$ cat config.mk
export PLATFORM = sky130hd
export DESIGN_NAME = wind_input_conditioner_flat
export DESIGN_NICKNAME = d
export VERILOG_FILES = /design/src/rtl/runway_pkg.sv /design/src/rtl/wind_input_conditioner_if.sv /design/src/rtl/tick_gen.sv /design/src/rtl/wind_input_conditioner.sv /design/src/flat_wrapper.sv
export SDC_FILE = /design/constraint.sdc
export NUM_CORES = 1
export LEC_CHECK = 0
export BUFFER_PORTS_ARGS = -buffer_cell sky130_fd_sc_hd__buf_2
export CAP_MARGIN = 20
export CELL_PAD_IN_SITES_DETAIL_PLACEMENT = 1
export CELL_PAD_IN_SITES_GLOBAL_PLACEMENT = 1
export CORE_MARGIN = 5
export CORE_UTILIZATION = 31
export DETAILED_ROUTE_END_ITERATION = 10
export PLACE_DENSITY_LB_ADDON = 0.1
export SLEW_MARGIN = 20
export SYNTH_ARGS = -nofsm -noshare
export SYNTH_HDL_FRONTEND = slang
export SYNTH_HIERARCHICAL = 1
export SYNTH_SLANG_ARGS = --single-unit
$ cat constraint.sdc
create_clock -name clk -period 2.5 [get_ports clk]
set_input_delay 0 -clock clk [delete_from_list [all_inputs] [get_ports clk]]
set_output_delay 0 -clock clk [all_outputs]
set_load 0.03 [all_outputs]
$ cat src/rtl/runway_pkg.sv
// Shared types and board constants for the runway-lights design.
// Imported by the input conditioner and by the lights FSM.
package runway_pkg;

  typedef enum logic [1:0] {
    CALM = 2'b00,
    W0   = 2'b01,
    W1   = 2'b10,
    BOTH = 2'b11
  } wind_t;

  localparam int CLK_HZ                  = 50_000_000;
  localparam int DEFAULT_DEBOUNCE_CYCLES = 50_000;
  localparam int DEFAULT_TICK_DIV        = 25_000_000;

  // A counter that must hold values up to maxCount-1; a single state still needs one bit.
  function automatic int counter_width(input int maxCount);
    return (maxCount <= 1) ? 1 : $clog2(maxCount);
  endfunction

endpackage

$ cat src/rtl/wind_input_conditioner_if.sv
// Bundle between the board switches, the input conditioner and the lights stage.
// The conditioner sits on the slave side; whoever supplies switches and consumes wind/step is the master.
interface wind_input_conditioner_if import runway_pkg::*; ();

  logic [1:0] sw_raw;
  wind_t      wind;
  logic       wind_changed;
  logic       step;

  modport master (
    output sw_raw,
    input  wind,
    input  wind_changed,
    input  step
  );

  modport slave (
    input  sw_raw,
    output wind,
    output wind_changed,
    output step
  );

endinterface

$ cat src/rtl/tick_gen.sv
// Free-running divider producing a one-cycle step pulse every TICK_DIV clocks.
// The pulse is gated by reset so it is low in every cycle that reset is held.
module tick_gen import runway_pkg::*; #(
  parameter int TICK_DIV = DEFAULT_TICK_DIV
) (
  input  logic clk,
  input  logic reset,
  output logic step
);

  localparam int            TW        = counter_width(TICK_DIV);
  localparam logic [TW-1:0] TCNT_LAST = TW'(TICK_DIV - 1);

  logic [TW-1:0] tcnt_q;
  logic [TW-1:0] tcnt_d;

  always_comb begin
    tcnt_d = (tcnt_q == TCNT_LAST) ? '0 : tcnt_q + 1'b1;
  end

  always_ff @(posedge clk) begin
    if (reset) begin
      tcnt_q <= '0;
    end else begin
      tcnt_q <= tcnt_d;
    end
  end

  assign step = !reset && (tcnt_q == TCNT_LAST);

endmodule

$ cat src/rtl/wind_input_conditioner.sv
// Synchronizes and debounces the raw wind switches and provides the lights-stage step enable.
// Both wind bits move through one candidate register so a commit never exposes a mixed code.
module wind_input_conditioner import runway_pkg::*; #(
  parameter int DEBOUNCE_CYCLES = DEFAULT_DEBOUNCE_CYCLES,
  parameter int TICK_DIV        = DEFAULT_TICK_DIV
) (
  input  logic                     clk,
  input  logic                     reset,
  wind_input_conditioner_if.slave  bus
);

  localparam int            CW       = $clog2(DEBOUNCE_CYCLES + 1);
  localparam logic [CW-1:0] CNT_LAST = CW'(DEBOUNCE_CYCLES - 1);

  logic [1:0]    sync1_q;
  logic [1:0]    sync2_q;
  wind_t         cand_q;
  wind_t         cand_d;
  wind_t         wind_q;
  wind_t         wind_d;
  logic [CW-1:0] cnt_q;
  logic [CW-1:0] cnt_d;
  logic          changed_q;
  logic          changed_d;

  always_ff @(posedge clk) begin
    if (reset) begin
      sync1_q <= 2'b00;
      sync2_q <= 2'b00;
    end else begin
      sync1_q <= bus.sw_raw;
      sync2_q <= sync1_q;
    end
  end

  // The counter only runs while a candidate differs from the committed code, so it stops at CNT_LAST.
  always_comb begin
    cand_d    = cand_q;
    wind_d    = wind_q;
    cnt_d     = cnt_q;
    changed_d = 1'b0;
    if (sync2_q != cand_q) begin
      cand_d = wind_t'(sync2_q);
      cnt_d  = '0;
    end else if (cand_q == wind_q) begin
      cnt_d = '0;
    end else if (cnt_q == CNT_LAST) begin
      wind_d    = cand_q;
      cnt_d     = '0;
      changed_d = 1'b1;
    end else begin
      cnt_d = cnt_q + 1'b1;
    end
  end

  always_ff @(posedge clk) begin
    if (reset) begin
      cand_q    <= CALM;
      wind_q    <= CALM;
      cnt_q     <= '0;
      changed_q <= 1'b0;
    end else begin
      cand_q    <= cand_d;
      wind_q    <= wind_d;
      cnt_q     <= cnt_d;
      changed_q <= changed_d;
    end
  end

  assign bus.wind         = wind_q;
  assign bus.wind_changed = changed_q;

  tick_gen #(
    .TICK_DIV (TICK_DIV)
  ) u_tick_gen (
    .clk   (clk),
    .reset (reset),
    .step  (bus.step)
  );

endmodule

$ cat src/flat_wrapper.sv
// flat-port wrapper written by rule: the top's interface ports become plain ports
module wind_input_conditioner_flat import runway_pkg::*;
#(
  parameter int DEBOUNCE_CYCLES = DEFAULT_DEBOUNCE_CYCLES,
  parameter int TICK_DIV        = DEFAULT_TICK_DIV
)
  (clk, reset, bus_sw_raw, bus_wind, bus_wind_changed, bus_step);
  wind_input_conditioner_if bus_i ();
  input  logic clk;
  input  logic reset;
  input wire logic [$bits(bus_i.sw_raw)-1:0] bus_sw_raw;
  output wire logic [$bits(bus_i.wind)-1:0] bus_wind;
  output wire logic [$bits(bus_i.wind_changed)-1:0] bus_wind_changed;
  output wire logic [$bits(bus_i.step)-1:0] bus_step;
  assign bus_i.sw_raw = bus_sw_raw;
  assign bus_wind = bus_i.wind;
  assign bus_wind_changed = bus_i.wind_changed;
  assign bus_step = bus_i.step;
  wind_input_conditioner #(.DEBOUNCE_CYCLES(DEBOUNCE_CYCLES), .TICK_DIV(TICK_DIV)) u_core (.clk(clk), .reset(reset), .bus(bus_i));
endmodule
==> flow_summary.ini, run 1 <==
[place]
port_buffers = 7
post-dp-hpwl_um = 3490
pre_cts_ws_ps = 330
place.gp.congestion = 0.740

[logic_synthesis]
ys_top_cells_by_count = dfxtp_1, nor2_1, xnor2_1
yosys.cell_types.count = 41
async_flop_share_pct = 0
synth.avg_cell_area_um2 = 9.08
synth-edff-count = 0
yosysSeqAreaShare_pct = 43.4
yosysWarnings = 6
yosys_register_bits = 50
synthCells = 254
netlist.area_leader.share_pct = 43.4
synth_ff_type = dfxtp_1
syn_area_mm2 = 0.00231
synth.most_common_cell = dfxtp_1
synth_area_leaders = dfxtp_1, xnor2_1, nor2_1
synthesis.nets = 260
yosys.area.top_type = dfxtp_1

[setup_path]
path_class = flop to output port
slowest_stage = or4_1
worst-r2r-cell-count = 5
critPathMaxFanout = 8
crit_path_end_kind = output port
cp_cell_sequence = ha_1 -> nand3_1 -> or4_1 -> nor3_1 -> buf_2
crit_path_start_kind = flop
slowest_delay_ps = 670
cp.required_ps = 2500
crit_arrival_ps = 2170

[clock_network]
clkTransAtPathRegs_ps = 100
cts.sinks = 50
htreeDepth = 2
cts_setup_buffers = 0
cts_buffers = 5
insertion_delay_ps = 310
cts_tree = built
post_cts_resized = 0
postCtsHoldBufs = 2
cts_buffer_depth = 2
root_buffer = clkbuf_8

[floorplanning]
io_pins = 8
coreArea_mm2 = 0.00725
fp-row-count = 31
initial_utilization_pct = 31.8
die_h_um = 96.3
die_area_mm2 = 0.00927
die_x_um = 96.3

[timing]
hold_violations = 0
rsz0062_at_grt = no
clock-skew-final_ps = 9.70
min_period_ps = 2170
timing.fmax_ghz = 0.461
slew_headroom_pct = 71.9
setup_total_negative_slack_ps = 0
drv_slew = 0
setup_viol = 0
tightest_slew_ps = 418
fin_ws_ps = 329
fin_crit_sh_pct = 86.8

[grt]
grt_overflow = 0
antenna_found_initial = 0
grt_pass1_wl_um = 8560
grt_max_degree = 17
track_usage_pct = 11.9
first_global_vias = 1786

[job]
max_cap_viol_count = 0

[detailed_routing]
wl_met3_um = 104
wirelength_um = 4880
vias = 1767
drc_errors = 0
dr_wl_met2_um = 2350
routedWlPerCell_um = 13.3
top_layer = met4
drt_iter0_drc = 44
ant_nets = 0
wl_met1_um = 2380
vias_per_cell = 4.81
first_pass_iters = 4

[pwr]
peakVddDrop_uv = 170
p_leak_nw = 0.778
power_density_mw_per_mm2 = 523

[outcome]
status = completed

[hold_path]
hp-class = input pin to flop
holdPathStages = 2

[cells_and_area]
final_nets = 273
drive_above_1_share_pct = 12.3
antenna_cells = 0
areaGrowthSynthToFinish_pct = 9.98
-- layer usage --
| layer | GRT usage (%) | vias up |
|---|---|---|
| met2 | 19.6 | 11 |
| met4 | 4.62 | 0 |
| met1 | 15.0 | 835 |
| li1 | - | 917 |
| met5 | 0 | - |
| met3 | 2.81 | 4 |
-- critical path: cells and delay by family (launching register included) --
kind	cells	cell delay, ps
and+or+nand+nor	3	1040
adders and majority gates	1	220
buffers and inverters	1	230
DFF	1	380
-- flip-flops by register name (all words and copies together), names as in the netlist --
register                  count
u_core/cnt_q                 16
u_core/sync1_q                2
u_core/cand_q                 2
u_core/bus.wind               2
u_core/u_tick_gen/tcnt_q     25
u_core/bus.wind_changed       1
u_core/sync2_q                2
-- final cells by class --
type,count,area (um2)
fill,870,4720
multi-input combinational,184,1180
sequential,50,1000
tap,99,124
timing repair buffer,16,108
clock buffer,5,68.8
inverter,10,37.5
clock inverter,3,21.3
-- metrics by stage --
stage / power (mW) / area (um2) / util (%) / instances / hold slack (ps)
after floorplan: 0.857 / 2310 / - / 254 / 72.4
after global placement: 0.864 / 2430 / 33.5 / 357 / 214
after detailed placement: 0.865 / 2430 / 33.5 / 357 / 218
after CTS: 1.37 / 2540 / 35.0 / 367 / 26.5
after global routing: 1.41 / 2540 / 35.0 / 367 / 38.6
final: 1.33 / 2540 / 35.0 / 367 / 34.1
-- cell families after synthesis --
kind of cell             count (synthesis)  synth area share (%)
AO/OA/AOI/OAI                           24                  7.10
flip-flops                              50                  43.4
buffers and inverters                   20                  5.59
adder cells (fa/ha/maj)                  2                  1.08
XOR/XNOR                                32                  12.1
AND/OR/NAND/NOR                        126                  30.7
-- power breakdown --
part	total [mW]	switching (mW)	internal (mW)
clock network	0.481	0.283	0.197
registers	0.811	0.00640	0.804
logic	0.0365	0.0201	0.0165
total	1.33	0.310	1.02
-- path summary, 6_finish.rpt --
path,slack (ps),end,from
hold / removal,30,u_core/sync2_q[1],reset
setup / recovery,330,bus_step,u_core/u_tick_gen/tcnt_q[0]
setup reg to reg,330,u_core/u_tick_gen/tcnt_q[24],u_core/u_tick_gen/tcnt_q[0]
hold reg to reg,450,u_core/sync2_q[1],u_core/sync1_q[1]
-- placed cells by master, fill, tap and decap left out, types with 3 or more instances in the layout --
cell       n
nand3_1    9
or4_1      7
dfxtp_1   50
or4bb_1    3
clkbuf_8   5
xor2_1    10
nand4_1   13
o21ai_0    5
nor2_1    41
nor3_1     6
xnor2_1   22
and3_1     3
or3_1      3
inv_1     10
a21oi_1    8
nor2b_1    6
buf_4      7
o31ai_1    5
buf_2      7
nor4_1     9
or4_4      3
nand2_1   12
Power figures use the tool's default switching activity.
==> inputs of run 2 (changes only) <==
Settings changed: CORE_UTILIZATION 31 to 35.
==> run 2 against run 1 <==
  * Critical path depth did not move
  * Register-to-register slack barely moved
  * Total power rose by 0.18%
  * Utilization rose by 4.5 points
  * Sequential share of layout area rose by 0.23 points
  * Clock-buffer cell count did not move
  * Maximum frequency fell by 0.20%
  * Worst setup slack got worse by 4.4 ps
  * First-iteration DRC count rose by 30%
  * Cell count fell by 6.0%
  * Final area fell by 0.59%
  * Via count rose by 1.1%
  * Highest routed layer unchanged
==> flow_summary.ini, run 2 (synthesized netlist as in run 1, its figures left out) <==
[outcome]
status = completed

[pwr]
internal_power_mw = 1.02
switchingPower_mw = 0.311
peakVddDrop_uv = 259
p_leak_nw = 0.782
p_sw_share_pct = 23.4
power_frac_comb_pct = 2.9
power_density_mw_per_mm2 = 527
seqPwrFrac_pct = 61.0
power_frac_clock_pct = 36.1

[timing]
slew_headroom_pct = 73.0
setup_viol = 0
drv_slew = 0
setup_total_negative_slack_ps = 0
rsz0062_at_grt = no
tightest_slew_ps = 403
fin_crit_sh_pct = 87.0
hold_violations = 0
whs_ps = 55.9
clock-skew-final_ps = 10.4
fin_ws_ps = 324
min_period_ps = 2180
timing.fmax_ghz = 0.460

[clock_network]
clkTransAtPathRegs_ps = 90
cts_buffer_depth = 2
post_cts_resized = 0
cts_buffers = 5
postCtsHoldBufs = 2
cts.sinks = 50
cts_setup_buffers = 0
cts_tree = built
root_buffer = clkbuf_8
insertion_delay_ps = 300
htreeDepth = 2

[place]
post-dp-hpwl_um = 3400
placed_area_mm2 = 0.00241
dp.cells = 335
port_buffers = 7
pre_cts_ws_ps = 331
place.gp.congestion = 0.797

[cells_and_area]
largest_register_ffs = 25
mostFrequentLayoutCells = dfxtp_1, nor2_1, xnor2_1, nand4_1, nand2_1
final_nets = 273
drive_above_1_share_pct = 12.3
reg_top3 = u_core/u_tick_gen/tcnt_q x25, u_core/cnt_q x16
final_cell_count_no_fill = 345
top_register = u_core/u_tick_gen/tcnt_q
layout_commonest_cell = dfxtp_1
nFillCells = 767
antenna_cells = 0
fin_area_mm2 = 0.00252
areaGrowthSynthToFinish_pct = 9.33

[detailed_routing]
drt_iter0_drc = 57
vias_per_cell = 5.18
vias = 1787
ant_nets = 0
wirelength_um = 4860
drc_errors = 0
first_pass_iters = 4
routedWlPerCell_um = 14.1

[floorplanning]
die_x_um = 91.2
fp-row-count = 29
die_area_mm2 = 0.00832
io_pins = 8
initial_utilization_pct = 36.1
die_h_um = 91.2
coreArea_mm2 = 0.00639

[setup_path]
cp.required_ps = 2500
regToRegSetupSlack_ps = 340
cp_cell_sequence = ha_1 -> nand3_1 -> or4_1 -> nor3_1 -> buf_2
critPathMaxFanout = 8
crit_path_end_kind = output port
worst-r2r-cell-count = 5
crit-reg2reg-launch = u_core/u_tick_gen/tcnt_q[0]
crit_path_start_kind = flop
path_class = flop to output port
crit_path_start = u_core/u_tick_gen/tcnt_q[0]
slowest_delay_ps = 670
slowest_stage = or4_1
crit_arrival_ps = 2180

[grt]
grt_pass1_wl_um = 8600
grt.busiest_layer = met2
first_global_vias = 1807
use_met2_pct = 21.1
grt_overflow = 0
grt_max_degree = 17
track_usage_pct = 12.4
antenna_found_initial = 0
use_met3_pct = 2.48
use_met1_pct = 15.6

[job]
max_cap_viol_count = 0

[hold_path]
hp-class = input pin to flop
worstHoldStart = reset
holdPathStages = 2
## run 2: critical path, delay by kind of cell, from the launching register on
kind / cells / cell delay (ps)
DFF: 1 / 380
adders and majority gates: 1 / 220
and+or+nand+nor: 3 / 1050
buffers and inverters: 1 / 230
## run 2: final timing paths
check | end
setup / recovery | bus_step
setup reg to reg | u_core/u_tick_gen/tcnt_q[20]
hold reg to reg | u_core/sync2_q[1]
hold / removal | u_core/u_tick_gen/tcnt_q[4]
## run 2: metal layers
| layer | up-vias | routed length, um |
|---|---|---|
| met5 | - | 0 |
| met4 | 0 | 66 |
| met3 | 6 | 109 |
| met2 | 9 | 2330 |
| met1 | 857 | 2350 |
| li1 | 915 | - |
## run 2: cell type report
type                       count  area (um2)  area share (%)
sequential                    50        1000            39.7
clock inverter                 3        21.3           0.843
multi-input combinational    184        1180            46.7
tap                           77        96.3            3.82
clock buffer                   5        68.8            2.73
inverter                      10        37.5            1.49
timing repair buffer          16         120            4.76
## run 2: metrics by stage
step	power (mW)	utilization, %
after floorplan	0.857	-
after global placement	0.865	37.8
after detailed placement	0.867	37.8
after CTS	1.36	39.5
after global routing	1.40	39.5
final	1.33	39.5
## run 2: power by group through the flow
stage / sequential [mW] / clock, mW / combinational [mW]
floorplan: 0.828 / 0 / 0.0290
global placement: 0.829 / 0 / 0.0361
detailed placement: 0.830 / 0 / 0.0370
CTS: 0.811 / 0.506 / 0.0395
global route: 0.813 / 0.539 / 0.0433
finish: 0.811 / 0.481 / 0.0384
==> inputs of run 3 (changes only) <==
Clock period 2.5 ns to 2.81 ns, I/O delays scaled along.
==> run 3 against run 2 <==
  * Utilization is 0.41 points lower
  * Sequential power is 11% lower
  * Non-clock buffer count is 3 lower
  * Worst setup slack better by 280 ps
  * Routed wire length decreased by 0.68%
==> flow_summary.ini, run 3 (synthesized netlist as in run 1, its figures left out) <==
[place]
port_buffers = 7
place.gp.congestion = 0.723
post-dp-hpwl_um = 3390
placed_area_mm2 = 0.00238
pre_cts_ws_ps = 580

[detailed_routing]
drc_errors = 0
vias_per_cell = 5.26
first_pass_iters = 4
wirelength_um = 4830
routedWlPerCell_um = 14.1
drt_iter0_drc = 48
ant_nets = 0
vias = 1798

[cells_and_area]
nFillCells = 760
layout_commonest_cell = dfxtp_1
areaGrowthSynthToFinish_pct = 8.19
top_register = u_core/u_tick_gen/tcnt_q
reg_top3 = u_core/u_tick_gen/tcnt_q x25, u_core/cnt_q x16
largest_register_ffs = 25
fin_area_mm2 = 0.00250
drive_above_1_share_pct = 11.3
final_nets = 270
mostFrequentLayoutCells = dfxtp_1, nor2_1, xnor2_1, nand4_1, nand2_1
antenna_cells = 0

[setup_path]
path_class = flop to flop
crit_end = u_core/u_tick_gen/tcnt_q[0]
crit_arrival_ps = 2390
crit_path_end_kind = flop
worst-r2r-cell-count = 6
critPathMaxFanout = 16
regToRegSetupSlack_ps = 610
slowest_stage = or4_1
slowest_delay_ps = 680
crit_path_start_kind = flop
reg2reg_to = u_core/u_tick_gen/tcnt_q[0]
cp.required_ps = 3000
crit_path_start = u_core/u_tick_gen/tcnt_q[0]
crit-reg2reg-launch = u_core/u_tick_gen/tcnt_q[0]
cp_cell_sequence = ha_1 -> nand3_1 -> or4_1 -> o21bai_4 -> buf_4 -> nor2_1

[pwr]
power_density_mw_per_mm2 = 484
p_leak_nw = 0.766
peakVddDrop_uv = 284

[grt]
grt_overflow = 0
antenna_found_initial = 0
grt_pass1_wl_um = 8290
first_global_vias = 1750
track_usage_pct = 12.0
grt_max_degree = 17

[clock_network]
root_buffer = clkbuf_8
insertion_delay_ps = 310
cts_setup_buffers = 0
cts_buffers = 5
clkTransAtPathRegs_ps = 100
postCtsHoldBufs = 2
post_cts_resized = 0
cts_tree = built
cts.sinks = 50
cts_buffer_depth = 2
htreeDepth = 2

[floorplanning]
coreArea_mm2 = 0.00639
die_x_um = 91.2
initial_utilization_pct = 36.1
die_area_mm2 = 0.00832
fp-row-count = 29
die_h_um = 91.2
io_pins = 8

[timing]
fin_crit_sh_pct = 78.5
fin_ws_ps = 605
setup_viol = 0
tightest_slew_ps = 417
timing.fmax_ghz = 0.454
hold_violations = 0
drv_slew = 0
setup_total_negative_slack_ps = 0
min_period_ps = 2200
clock-skew-final_ps = 12.8
rsz0062_at_grt = no
slew_headroom_pct = 72.1

[hold_path]
hp-class = input pin to flop

[job]
max_cap_viol_count = 0

[outcome]
status = completed
[run 3: cell count changes in the layout (fill, tap and decap cells not counted), sizes merged]
| cell | previous run | this run |
|---|---|---|
| buf | 14 | 11 |
| inv | 10 | 11 |
| clkinv | 2 | 0 |
| clkbuf | 5 | 6 |
[run 3: final cells by class]
class	instances	area, um2	share of cell area [%]
Multi-Input combinational cell	184	1180	47.2
Inverter	10	37.5	1.50
Timing Repair Buffer	13	85.1	3.41
Tap cell	77	96.3	3.86
Clock buffer	6	82.6	3.31
Clock inverter	2	16.3	0.652
Sequential cell	50	1000	40.1
[run 3: critical path: cells and delay by family, from the launching register on]
kind / cells / cell delay (ps)
compound gates: 1 / 340
fa+ha+maj: 1 / 210
buf+inv: 1 / 270
flops: 1 / 390
simple gates: 3 / 880
[run 3: worst min path at each step]
stage,start,endpoint,slack (ps),cells after the start
CTS,reset,u_core/u_tick_gen/tcnt_q[4],40,2
finish,reset,u_core/u_tick_gen/tcnt_q[4],50,2
global placement,bus_sw_raw[1],u_core/sync1_q[1],210,2
global route,reset,u_core/cand_q[1],60,2
detailed placement,bus_sw_raw[1],u_core/sync1_q[1],220,2
floorplan,reset,u_core/u_tick_gen/tcnt_q[4],70,1
[run 3: power by group]
part | leakage, nW | switching, mW | total [mW] | internal (mW)
registers | 0.404 | 0.00592 | 0.722 | 0.716
logic | 0.314 | 0.0176 | 0.0313 | 0.0138
clock network | 0.0478 | 0.252 | 0.456 | 0.203
[run 3: metrics by stage]
stage	hold slack (ps)	cells	util, %	power [mW]
5_1_grt	57.9	342	39.1	1.26
6_report	47.6	342	39.1	1.21
4_1_cts	40.7	342	39.1	1.23
3_5_place_dp	217	332	37.2	0.769
3_3_place_gp	213	332	37.2	0.768
2_1_floorplan	72.4	254	-	0.762
[run 3: per-layer routing]
metal / global-route usage, % / share of wire [%] / vias to the layer above
li1: - / - / 915
met1: 15.5 / 49 / 870
met2: 19.9 / 48 / 9
met3: 2.89 / 2.1 / 4
met4: 3.67 / 0.89 / 0
met5: 0 / 0 / -
